<file path="config.mk">
export PLATFORM = sky130hd
export DESIGN_NAME = ow_txn_sequencer
export DESIGN_NICKNAME = d
export VERILOG_FILES = /design/src/rtl/ow_txn_sequencer.sv
export SDC_FILE = /design/constraint.sdc
export NUM_CORES = 1
export LEC_CHECK = 0
export BUFFER_PORTS_ARGS = -buffer_cell sky130_fd_sc_hd__buf_4
export CAP_MARGIN = 15
export CORE_MARGIN = 3
export CORE_UTILIZATION = 40
export CTS_BUF_LIST = sky130_fd_sc_hd__clkbuf_8
export CTS_CLUSTER_SIZE = 10
export DETAILED_ROUTE_END_ITERATION = 10
export MAX_ROUTING_LAYER = met4
export PLACE_DENSITY = 0.72
export SLEW_MARGIN = 20
export SYNTH_ARGS = -nofsm -noshare
export SYNTH_HDL_FRONTEND = slang
export SYNTH_SLANG_ARGS = --single-unit
</file>
<file path="constraint.sdc">
create_clock -name clk -period 1.65 [get_ports clk]
set_input_delay 0.0825 -clock clk [delete_from_list [all_inputs] [get_ports clk]]
set_output_delay 0.0825 -clock clk [all_outputs]
set_load 0.03 [all_outputs]
</file>
<file path="src/rtl/ow_txn_sequencer.sv">
// One-wire bus master: reset pulse, presence detect, LSB-first command byte, optional read byte.
// Define OW_RX_TIMEOUT_EN to abandon the receiver wait after RX_TIMEOUT cycles.
module ow_txn_sequencer #(
  parameter int unsigned RST_LOW     = 480,
  parameter int unsigned PRES_SAMPLE = 70,
  parameter int unsigned RST_TOTAL   = 960,
  parameter int unsigned SLOT        = 71,
  parameter int unsigned WR0_LOW     = 60,
  parameter int unsigned WR1_LOW     = 6
`ifdef OW_RX_TIMEOUT_EN
  ,
  parameter int unsigned RX_TIMEOUT  = 600
`endif
) (
  input  logic       clk,
  input  logic       rst_n,
  input  logic       start,
  input  logic [7:0] cmd_byte,
  input  logic       read_en,
  input  logic       bus_in,
  output logic       bus_oe,
  output logic       rx_en,
  input  logic       rx_done,
  input  logic [7:0] rx_frame,
  output logic       busy,
  output logic       done,
  output logic       presence,
  output logic       error,
  output logic [7:0] data_out
);

  localparam logic [2:0] StIdle     = 3'd0;
  localparam logic [2:0] StRstPulse = 3'd1;
  localparam logic [2:0] StPres     = 3'd2;
  localparam logic [2:0] StTxBit    = 3'd3;
  localparam logic [2:0] StRxWait   = 3'd4;
  localparam logic [2:0] StFinish   = 3'd5;

  logic [2:0]  state_q, state_d;
  logic [15:0] cnt_q;
  logic [2:0]  bit_idx_q;
  logic [7:0]  shreg_q;
  logic        read_en_q;
  logic        rx_done_q;
  logic        busy_q;
  logic        presence_q;
  logic        error_q;
  logic [7:0]  data_out_q;

  logic        rx_edge;
  logic        rst_end;
  logic        pres_end;
  logic        slot_end;
  logic [15:0] low_time;

  assign rx_edge  = rx_done & ~rx_done_q;
  assign rst_end  = cnt_q == 16'(RST_LOW - 1);
  assign pres_end = cnt_q == 16'(RST_TOTAL - RST_LOW - 1);
  assign slot_end = cnt_q == 16'(SLOT - 1);
  assign low_time = shreg_q[0] ? 16'(WR1_LOW) : 16'(WR0_LOW);

`ifdef OW_RX_TIMEOUT_EN
  logic rx_timeout;
  assign rx_timeout = cnt_q == 16'(RX_TIMEOUT - 1);
`endif

  always_comb begin
    state_d = state_q;
    case (state_q)
      StIdle:     if (start) state_d = StRstPulse;
      StRstPulse: if (rst_end) state_d = StPres;
      StPres:     if (pres_end) state_d = presence_q ? StTxBit : StFinish;
      StTxBit:    if (slot_end && bit_idx_q == 3'd7) state_d = read_en_q ? StRxWait : StFinish;
      StRxWait: begin
        if (rx_edge) state_d = StFinish;
`ifdef OW_RX_TIMEOUT_EN
        else if (rx_timeout) state_d = StFinish;
`endif
      end
      StFinish:   state_d = StIdle;
      default:    state_d = StIdle;
    endcase
  end

  // Drive from state so an asynchronous reset releases the bus at once.
  always_comb begin
    bus_oe = 1'b0;
    case (state_q)
      StRstPulse: bus_oe = 1'b1;
      StTxBit:    bus_oe = cnt_q < low_time;
      default:    bus_oe = 1'b0;
    endcase
  end

  assign rx_en    = state_q == StRxWait;
  assign done     = state_q == StFinish;
  assign busy     = busy_q;
  assign presence = presence_q;
  assign error    = error_q;
  assign data_out = data_out_q;

  always_ff @(posedge clk or negedge rst_n) begin
    if (!rst_n) begin
      state_q    <= StIdle;
      cnt_q      <= 16'd0;
      bit_idx_q  <= 3'd0;
      shreg_q    <= 8'h00;
      read_en_q  <= 1'b0;
      rx_done_q  <= 1'b0;
      busy_q     <= 1'b0;
      presence_q <= 1'b0;
      error_q    <= 1'b0;
      data_out_q <= 8'h00;
    end else begin
      state_q   <= state_d;
      rx_done_q <= rx_done;
      // Each write slot restarts the counter even though the state is unchanged.
      if (state_d != state_q || (state_q == StTxBit && slot_end)) begin
        cnt_q <= 16'd0;
      end else if (state_q != StIdle) begin
        cnt_q <= cnt_q + 16'd1;
      end
      case (state_q)
        StIdle: begin
          if (start) begin
            shreg_q   <= cmd_byte;
            read_en_q <= read_en;
            busy_q    <= 1'b1;
            error_q   <= 1'b0;
            bit_idx_q <= 3'd0;
          end
        end
        StPres: begin
          if (cnt_q == 16'(PRES_SAMPLE)) presence_q <= ~bus_in;
          if (pres_end && !presence_q) error_q <= 1'b1;
          bit_idx_q <= 3'd0;
        end
        StTxBit: begin
          if (slot_end) begin
            shreg_q   <= {1'b0, shreg_q[7:1]};
            bit_idx_q <= bit_idx_q + 3'd1;
          end
        end
        StRxWait: begin
          if (rx_edge) data_out_q <= rx_frame;
`ifdef OW_RX_TIMEOUT_EN
          else if (rx_timeout) error_q <= 1'b1;
`endif
        end
        StFinish: busy_q <= 1'b0;
        default: ;
      endcase
    end
  end

endmodule
</file>
==> run metrics, run 1 <==
status=finished, violations left; violated checks=negative setup slack; post-detailed-routing wire length=roughly 5600 um; Crit path arrival time=~1800 ps; Period Utilization, post-route=1.14; dominant synthesized flop cell=dfrtp_1; worst-case clock buffer depth=2; worst-path cell chain=ha_1, a31o_4, a21oi_4, o2111ai_2, a21oi_2, buf_6; total global routing overflow=0; Mapped Nets=around 260; Psw=1.17 mW; Port Buffers=35; Buf+Inv Stages, Crit Path=1; setup ws final=-237 ps; share of cells above drive strength 1=0.456; H-tree lvl count=2; top post-synthesis cells by area=dfrtp_1 (44%), mux2_2 (4.6%), ha_1 (3.6%); first-pass GRT wire length=roughly 9200 um; Worst-Skew Late Latency=roughly 300 ps; DR pass1 iterations=4; Residual DRC=0; Post-synth EDFFs=0; Max VDD drop=680 uV; Reg power frac=0.402; Internal Power=2.30 mW; routability cong.=between 0.8 and 0.9; WS Path Type=reg -> out; root buffer cell=clkbuf_8; syn avg cell area=about 11 sq um; Initial Util=0.428; combinational family with the most area after synthesis=simple AND/OR/NAND/NOR gates; num ports=36; Net count, final=~340; clock sink total=43; Worst path max stage delay=400 ps; footprint of the multi-input gates=~0.0014 sq mm; CP max FO=2; crit path time final=1890 ps; Mapped Cells=between 200 and 250; via count=between 2k and 2.5k; Synth Area in Simple Gates=0.222; CP Launch Type=register; Worst EP required=approximately 1600 ps; Place WS=-189 ps; Clock power frac=0.220; XOR/XNOR Fraction of Synth Area=0.0541; Ant. Diodes=0; most frequent cells after synthesis=dfrtp_1 (43), nor2_1 (23), a21oi_1 (13), nand2_1 (13); PD cells=between 1000 and 1500 mW/mm^2; post-synth cell types=between 50 and 60; Finished Core Util=0.583; Routed Antenna Nets=0; CTS clk-pin slew, worst paths=~90 ps; number of vias per cell=~5.3; Final Skew=roughly 12 ps; Cell Area, Synth=0.00243 sq mm; TritonCTS clock tree=yes; sequential element share of the synthesized area=0.443; initial antenna violation count=0; mux contribution to synthesized area=0.0794; DRT iter0 DRCs=140; # rows=27; slew margin rel.=0.642; Die ar.=between 0.007 and 0.008 sq mm; Worst path top cell family by delay=compound AO/OA/AOI/OAI gates; #FFs+latches synth=43; Sw Share=0.337; Sequential Area=around 0.0011 sq mm; Num CTS Buffers=5; hold crit path type=in -> reg; top-count cell post-synth=dfrtp_1; Max Clock Freq=between 500 and 600 MHz; Critical Path Slowest Stage Cell=dfrtp_1; die width=about 84 um; ys async rst share=1.00; Yosys top cell area share=0.443; Final setup viols=30; core area=0.00568 sq mm; GRT Overall Usage=0.166; pin count of the biggest net entering global routing=between 40 and 50; leakage power=roughly 1.5 nW; area leader, netlist=dfrtp_1; compound-cell area share of the yosys netlist=0.106; setup tns final=-4200 ps; Layout fillers=470; die height=around 84 um; combinational group share of total power=0.378; fraction of the mapped netlist area in adder cells=0.0361; Crit. End Element=output port; max_cap viols=0; synthesis-to-layout area growth=36.2%; synth warn=0; RSZ-0062 raised after global routing=true; Avg WL per Cell=14.9 um; Slew @ Worst Pin=~540 ps; total power=3.46 mW; final hold vios=0; vias in the first global route=2032; Max Slew Vio Count=0; HPWL Detailed=about 3800 um
-- what timing repair did --
action,in CTS,in global routing
resized for setup,11,27
gates cloned,1,0
hold buffers,3,0
setup endpoints to repair,23,33
hold endpoints to repair,45,0
buffers inserted,4,4
pin swaps,21,14
-- metal layers --
metal | wire, um | global-route usage | up-vias
met1 | 2510 | 0.210 | 971
met2 | 2720 | 0.270 | 55
met5 | 0 | - | -
li1 | - | - | 962
met3 | 258 | 0.0296 | 14
met4 | 146 | 0.0556 | 0
-- cell usage in the layout (no fill, tap or decap), drive strengths merged, types with 8 or more instances in the layout --
master	netlist	routed
mux2i	8	8
nor2	33	33
mux2	10	10
xnor2	9	9
nand2	15	15
inv	8	8
buf	9	77
dfrtp	43	43
a21oi	13	13
-- flip-flops by register name, summed over array words and instances (netlist names) --
signal,flops
cnt_q,16
data_out,8
shreg_q,8
bit_idx_q,3
state_q,3
busy,1
error,1
presence,1
read_en_q,1
rx_done_q,1
-- through the flow --
| step | cells | hold WS, ps | instance area, sq um |
|---|---|---|---|
| 2_1_floorplan | 230 | -213 | 2440 |
| 3_3_place_gp | 359 | 107 | 2950 |
| 3_5_place_dp | 359 | 115 | 2950 |
| 4_1_cts | 375 | 3.72 | 3180 |
| 5_1_grt | 379 | 5.23 | 3310 |
| 6_report | 379 | 5.76 | 3310 |
-- layout make-up --
cell class / instances / area share
clock buffer: 7 / 0.0291
tap: 72 / 0.0272
timing repair buffer: 80 / 0.191
clock inverter: 1 / 0.00227
inverter: 8 / 0.00908
sequential: 43 / 0.326
multi-input combinational: 168 / 0.415
-- worst register-to-register path, stage by stage (launching register included) --
cell and delay [ps]:
dfrtp_1 440, inv_2 80, ha_4 160, and4b_1 160
and4b_1 200, a41o_1 260, a211o_4 360, nor2_2 110
-- logic make-up after synthesis --
group,Yosys count
AND/OR/NAND/NOR,92
flip-flops,43
AO/OA/AOI/OAI,35
buffers and inverters,20
multiplexers,18
XOR/XNOR,15
adder cells (fa/ha/maj),7
-- power groups by stage --
| stage | registers, mW | clock network, mW | logic [mW] |
|---|---|---|---|
| 2_1_floorplan | 1.40 | 0 | 0.579 |
| 3_3_place_gp | 1.40 | 0 | 1.01 |
| 3_5_place_dp | 1.41 | 0 | 1.04 |
| 4_1_cts | 1.38 | 0.775 | 1.17 |
| 5_1_grt | 1.41 | 0.819 | 1.43 |
| 6_report | 1.39 | 0.763 | 1.31 |
-- final timing paths --
check                                        startpoint                 endpoint  slack (ps)  cells after the start
max in group asynchronous                         rst_n     state_q[1]$_DFF_PN0_         960                      2
worst max-delay path             shreg_q[0]$_DFFE_PN0P_                   bus_oe        -240                      6
worst min-delay path                        rx_frame[4]  data_out[4]$_DFFE_PN0P_           6                      2
worst min register to register  data_out[5]$_DFFE_PN0P_  data_out[5]$_DFFE_PN0P_         520                      1
min in group asynchronous                         rst_n  data_out[6]$_DFFE_PN0P_         310                      2
worst max register to register     cnt_q[0]$_DFFE_PN0P_    cnt_q[12]$_DFFE_PN0P_        -190                      7
Power figures use the tool's default switching activity.
==> inputs of run 2 (changes only) <==
--- a/config.mk
+++ b/config.mk
@@ -5,6 +5,7 @@
 export SDC_FILE = /design/constraint.sdc
 export NUM_CORES = 1
 export LEC_CHECK = 0
+export ABC_AREA = 1
 export BUFFER_PORTS_ARGS = -buffer_cell sky130_fd_sc_hd__buf_4
 export CAP_MARGIN = 15
 export CORE_MARGIN = 3
==> run 2 against run 1 <==
Compared with the run above: the run still ends with negative setup slack left; count of clock-buffer cells in the layout decreased by 2; register-to-register slack improved by 20 ps; clock skew decreased by 3.0 ps; non-clock buffer count increased by 21; combinational power decreased by 93%; cell count increased by 27%; sequential share of layout area decreased by 3.3 points; critical path depth unchanged; setup slack improved by 13 ps; synthesized cell count increased by 33%; final area increased by 12%; critical endpoint unchanged; largest cell class unchanged; largest power group unchanged.
==> run metrics, run 2 <==
area leader, netlist=dfrtp_1; final hold vios=0; num ports=36; via count=around 2.5k; number of vias per cell=between 5 and 6; Largest register FFs=16; Worst path max stage delay=between 400 and 500 ps; Period Utilization, post-route=1.14; GR Util met3=0.0326; Net count, final=approximately 440; top-count cell post-synth=nand2_1; vias in the first global route=around 2.4k; Crit. End Element=output port; Yosys top cell area share=0.443; CP Launch Type=register; pin count of the biggest net entering global routing=44; worst-case clock buffer depth=2; Finished Core Util=0.652; post-placement cell area=around 0.0031 sq mm; core area=0.00568 sq mm; post-synth cell types=32; Initial Util=0.428; initial antenna violation count=0; Slew @ Worst Pin=553 ps; Max Slew Vio Count=0; GRT Overall Usage=0.201; footprint of the multi-input gates=0.00142 sq mm; ys async rst share=1.00; H-tree lvl count=2; hold crit path type=in -> reg; dominant synthesized flop cell=dfrtp_1; most common cell after layout, fill and taps aside=buf_4; design area=~0.0037 sq mm; Residual DRC=0; slew margin rel.=0.631; Buf+Inv Stages, Crit Path=2; worst-path cell chain=buf_4, ha_1, nor3_1, nand4_1, nand2_2, buf_6; Mapped Cells=307; synthesis-to-layout area growth=52.5%; Port Buffers=35; crit path time final=approximately 1900 ps; first-pass GRT wire length=between 10000 and 15000 um; RSZ-0062 raised after global routing=true; CP max FO=6; CTS clk-pin slew, worst paths=80 ps; largest reg by FF count=cnt_q; TritonCTS clock tree=yes; Crit path arrival time=roughly 1800 ps; PD cells=around 530 mW/mm^2; Cell Area, Synth=between 0.002 and 0.0025 sq mm; total global routing overflow=0; Final Skew=~9.4 ps; Post-synth EDFFs=0; Mapped Nets=between 300 and 400; Worst-Skew Late Latency=about 300 ps; HPWL Detailed=approximately 4400 um; top post-synthesis cells by area=dfrtp_1 (44%), nand2_1 (13%), inv_1 (4.6%); clock sink total=43; Num CTS Buffers=5; Critical Path Slowest Stage Cell=dfrtp_2; WS Path Type=reg -> out; Worst path top cell family by delay=simple AND/OR/NAND/NOR gates; status=finished, violations left; DR pass1 iterations=5; # rows=27; syn avg cell area=around 8 sq um; most frequent cells in the layout=buf_4 (77), nand2_1 (76), dfrtp_1 (36), inv_1 (28), nor2_1 (20); Max VDD drop=just under 400 uV; Final setup viols=23; Die ar.=between 0.007 and 0.008 sq mm; Max Clock Freq=~530 MHz; root buffer cell=clkbuf_8; Avg WL per Cell=approximately 15 um; Non-Filler Instances=about 480; most frequent cells after synthesis=nand2_1 (86), dfrtp_1 (43), inv_1 (30), nor2_1 (28), nand3_1 (19); r2r setup slk=-170 ps; Ant. Diodes=0; Routed Antenna Nets=0; DRT iter0 DRCs=roughly 180; grt peak-use layer=met2; sequential element share of the synthesized area=0.443; routability cong.=0.896; M2 GR Usage=0.346; setup ws final=-224 ps; post-detailed-routing wire length=7010 um; Inst Count DP=451; GR Layer Usage met1=0.243; leakage power=between 1.5 and 2 nW; die width=around 84 um; share of cells above drive strength 1=0.433; violated checks=negative setup slack; Worst EP required=between 1500 and 2000 ps; die height=around 84 um; Sequential Area=between 0.001 and 0.0015 sq mm; Layout fillers=between 400 and 500; #FFs+latches synth=43; synth warn=0; max_cap viols=0
[run 2: cell types whose count changed in the layout (fill, tap and decap cells not counted), sizes merged, moves of 6 or more]
| cell | before | now |
|---|---|---|
| nand2 | 15 | 94 |
| inv | 8 | 37 |
| nand3 | 6 | 21 |
| buf | 77 | 88 |
| mux2 | 10 | 0 |
| dlygate4sd3 | 3 | 12 |
| xnor2 | 9 | 0 |
| a21oi | 13 | 5 |
| mux2i | 8 | 0 |
| nor2 | 33 | 41 |
| o21ai | 7 | 15 |
| o211ai | 1 | 8 |
| nor3 | 6 | 12 |
[run 2: kinds of logic (layout without fill, tap and decap cells)]
kind of cell / count (synthesis) / in the layout / share of synthesized area
DFF: 43 / 43 / 0.443
xor gates and xnor gates: 4 / 4 / 0.0144
AOI/OAI and AO/OA: 31 / 31 / 0.0799
and+or+nand+nor: 178 / 179 / 0.346
buffers and inverters: 44 / 145 / 0.0804
adders and majority gates: 7 / 7 / 0.0361
[run 2: cell type report]
cell class                      count  area share
Clock buffer                        5      0.0186
Clock inverter                      2      0.0101
Inverter                           37      0.0375
Multi-Input combinational cell    221       0.383
Sequential cell                    43       0.293
Tap cell                           72      0.0243
Timing Repair Buffer              101       0.234
[run 2: layer usage]
metal | vias to the layer above | share of wire
li1 | 1186 | -
met1 | 1173 | 0.40
met2 | 80 | 0.52
met3 | 21 | 0.059
met4 | 0 | 0.020
met5 | - | 0
[run 2: tightest hold or removal path: cells and delay by family]
family	cells	cell delay (ps)
AOI/OAI and AO/OA	1	60
buffers and inverters	1	80
and+or+nand+nor	1	60
[run 2: stage by stage]
stage / worst slack (ps) / TNS [ps] / hold WS [ps] / power [mW]
final: -224 / -2760 / 11.2 / 1.95
after global routing: -323 / -4220 / 10.8 / 2.03
after CTS: -191 / -1740 / 13.5 / 1.97
after detailed placement: -141 / -1850 / 112 / 1.14
after global placement: -72.1 / -643 / 110 / 1.14
after floorplan: -0.467 / -0.467 / -213 / 1.08
[run 2: worst paths after layout]
path / startpoint / end / cells past startpoint
max: cnt_q[5]$_DFFE_PN0P_ / bus_oe / 6
min: cmd_byte[7] / shreg_q[7]$_DFFE_PN0P_ / 3
max reg2reg: cnt_q[1]$_DFFE_PN0P_ / cnt_q[14]$_DFFE_PN0P_ / 10
min reg2reg: data_out[1]$_DFFE_PN0P_ / data_out[1]$_DFFE_PN0P_ / 2
max in group asynchronous: rst_n / cnt_q[0]$_DFFE_PN0P_ / 2
min in group asynchronous: rst_n / cnt_q[3]$_DFFE_PN0P_ / 2
[run 2: what timing repair did]
item	CTS	global route
buffers inserted	4	5
gates cloned	1	1
resized for setup	36	41
pin swaps	17	14
hold buffers	12	0
endpoints found under the setup margin	28	30
endpoints found under the hold margin	54	0
[run 2: report_power, final]
part	switching (mW)	total, mW	internal (mW)
Sequential	0.00118	1.06	1.06
Combinational	0.0365	0.0883	0.0518
Clock	0.364	0.806	0.443
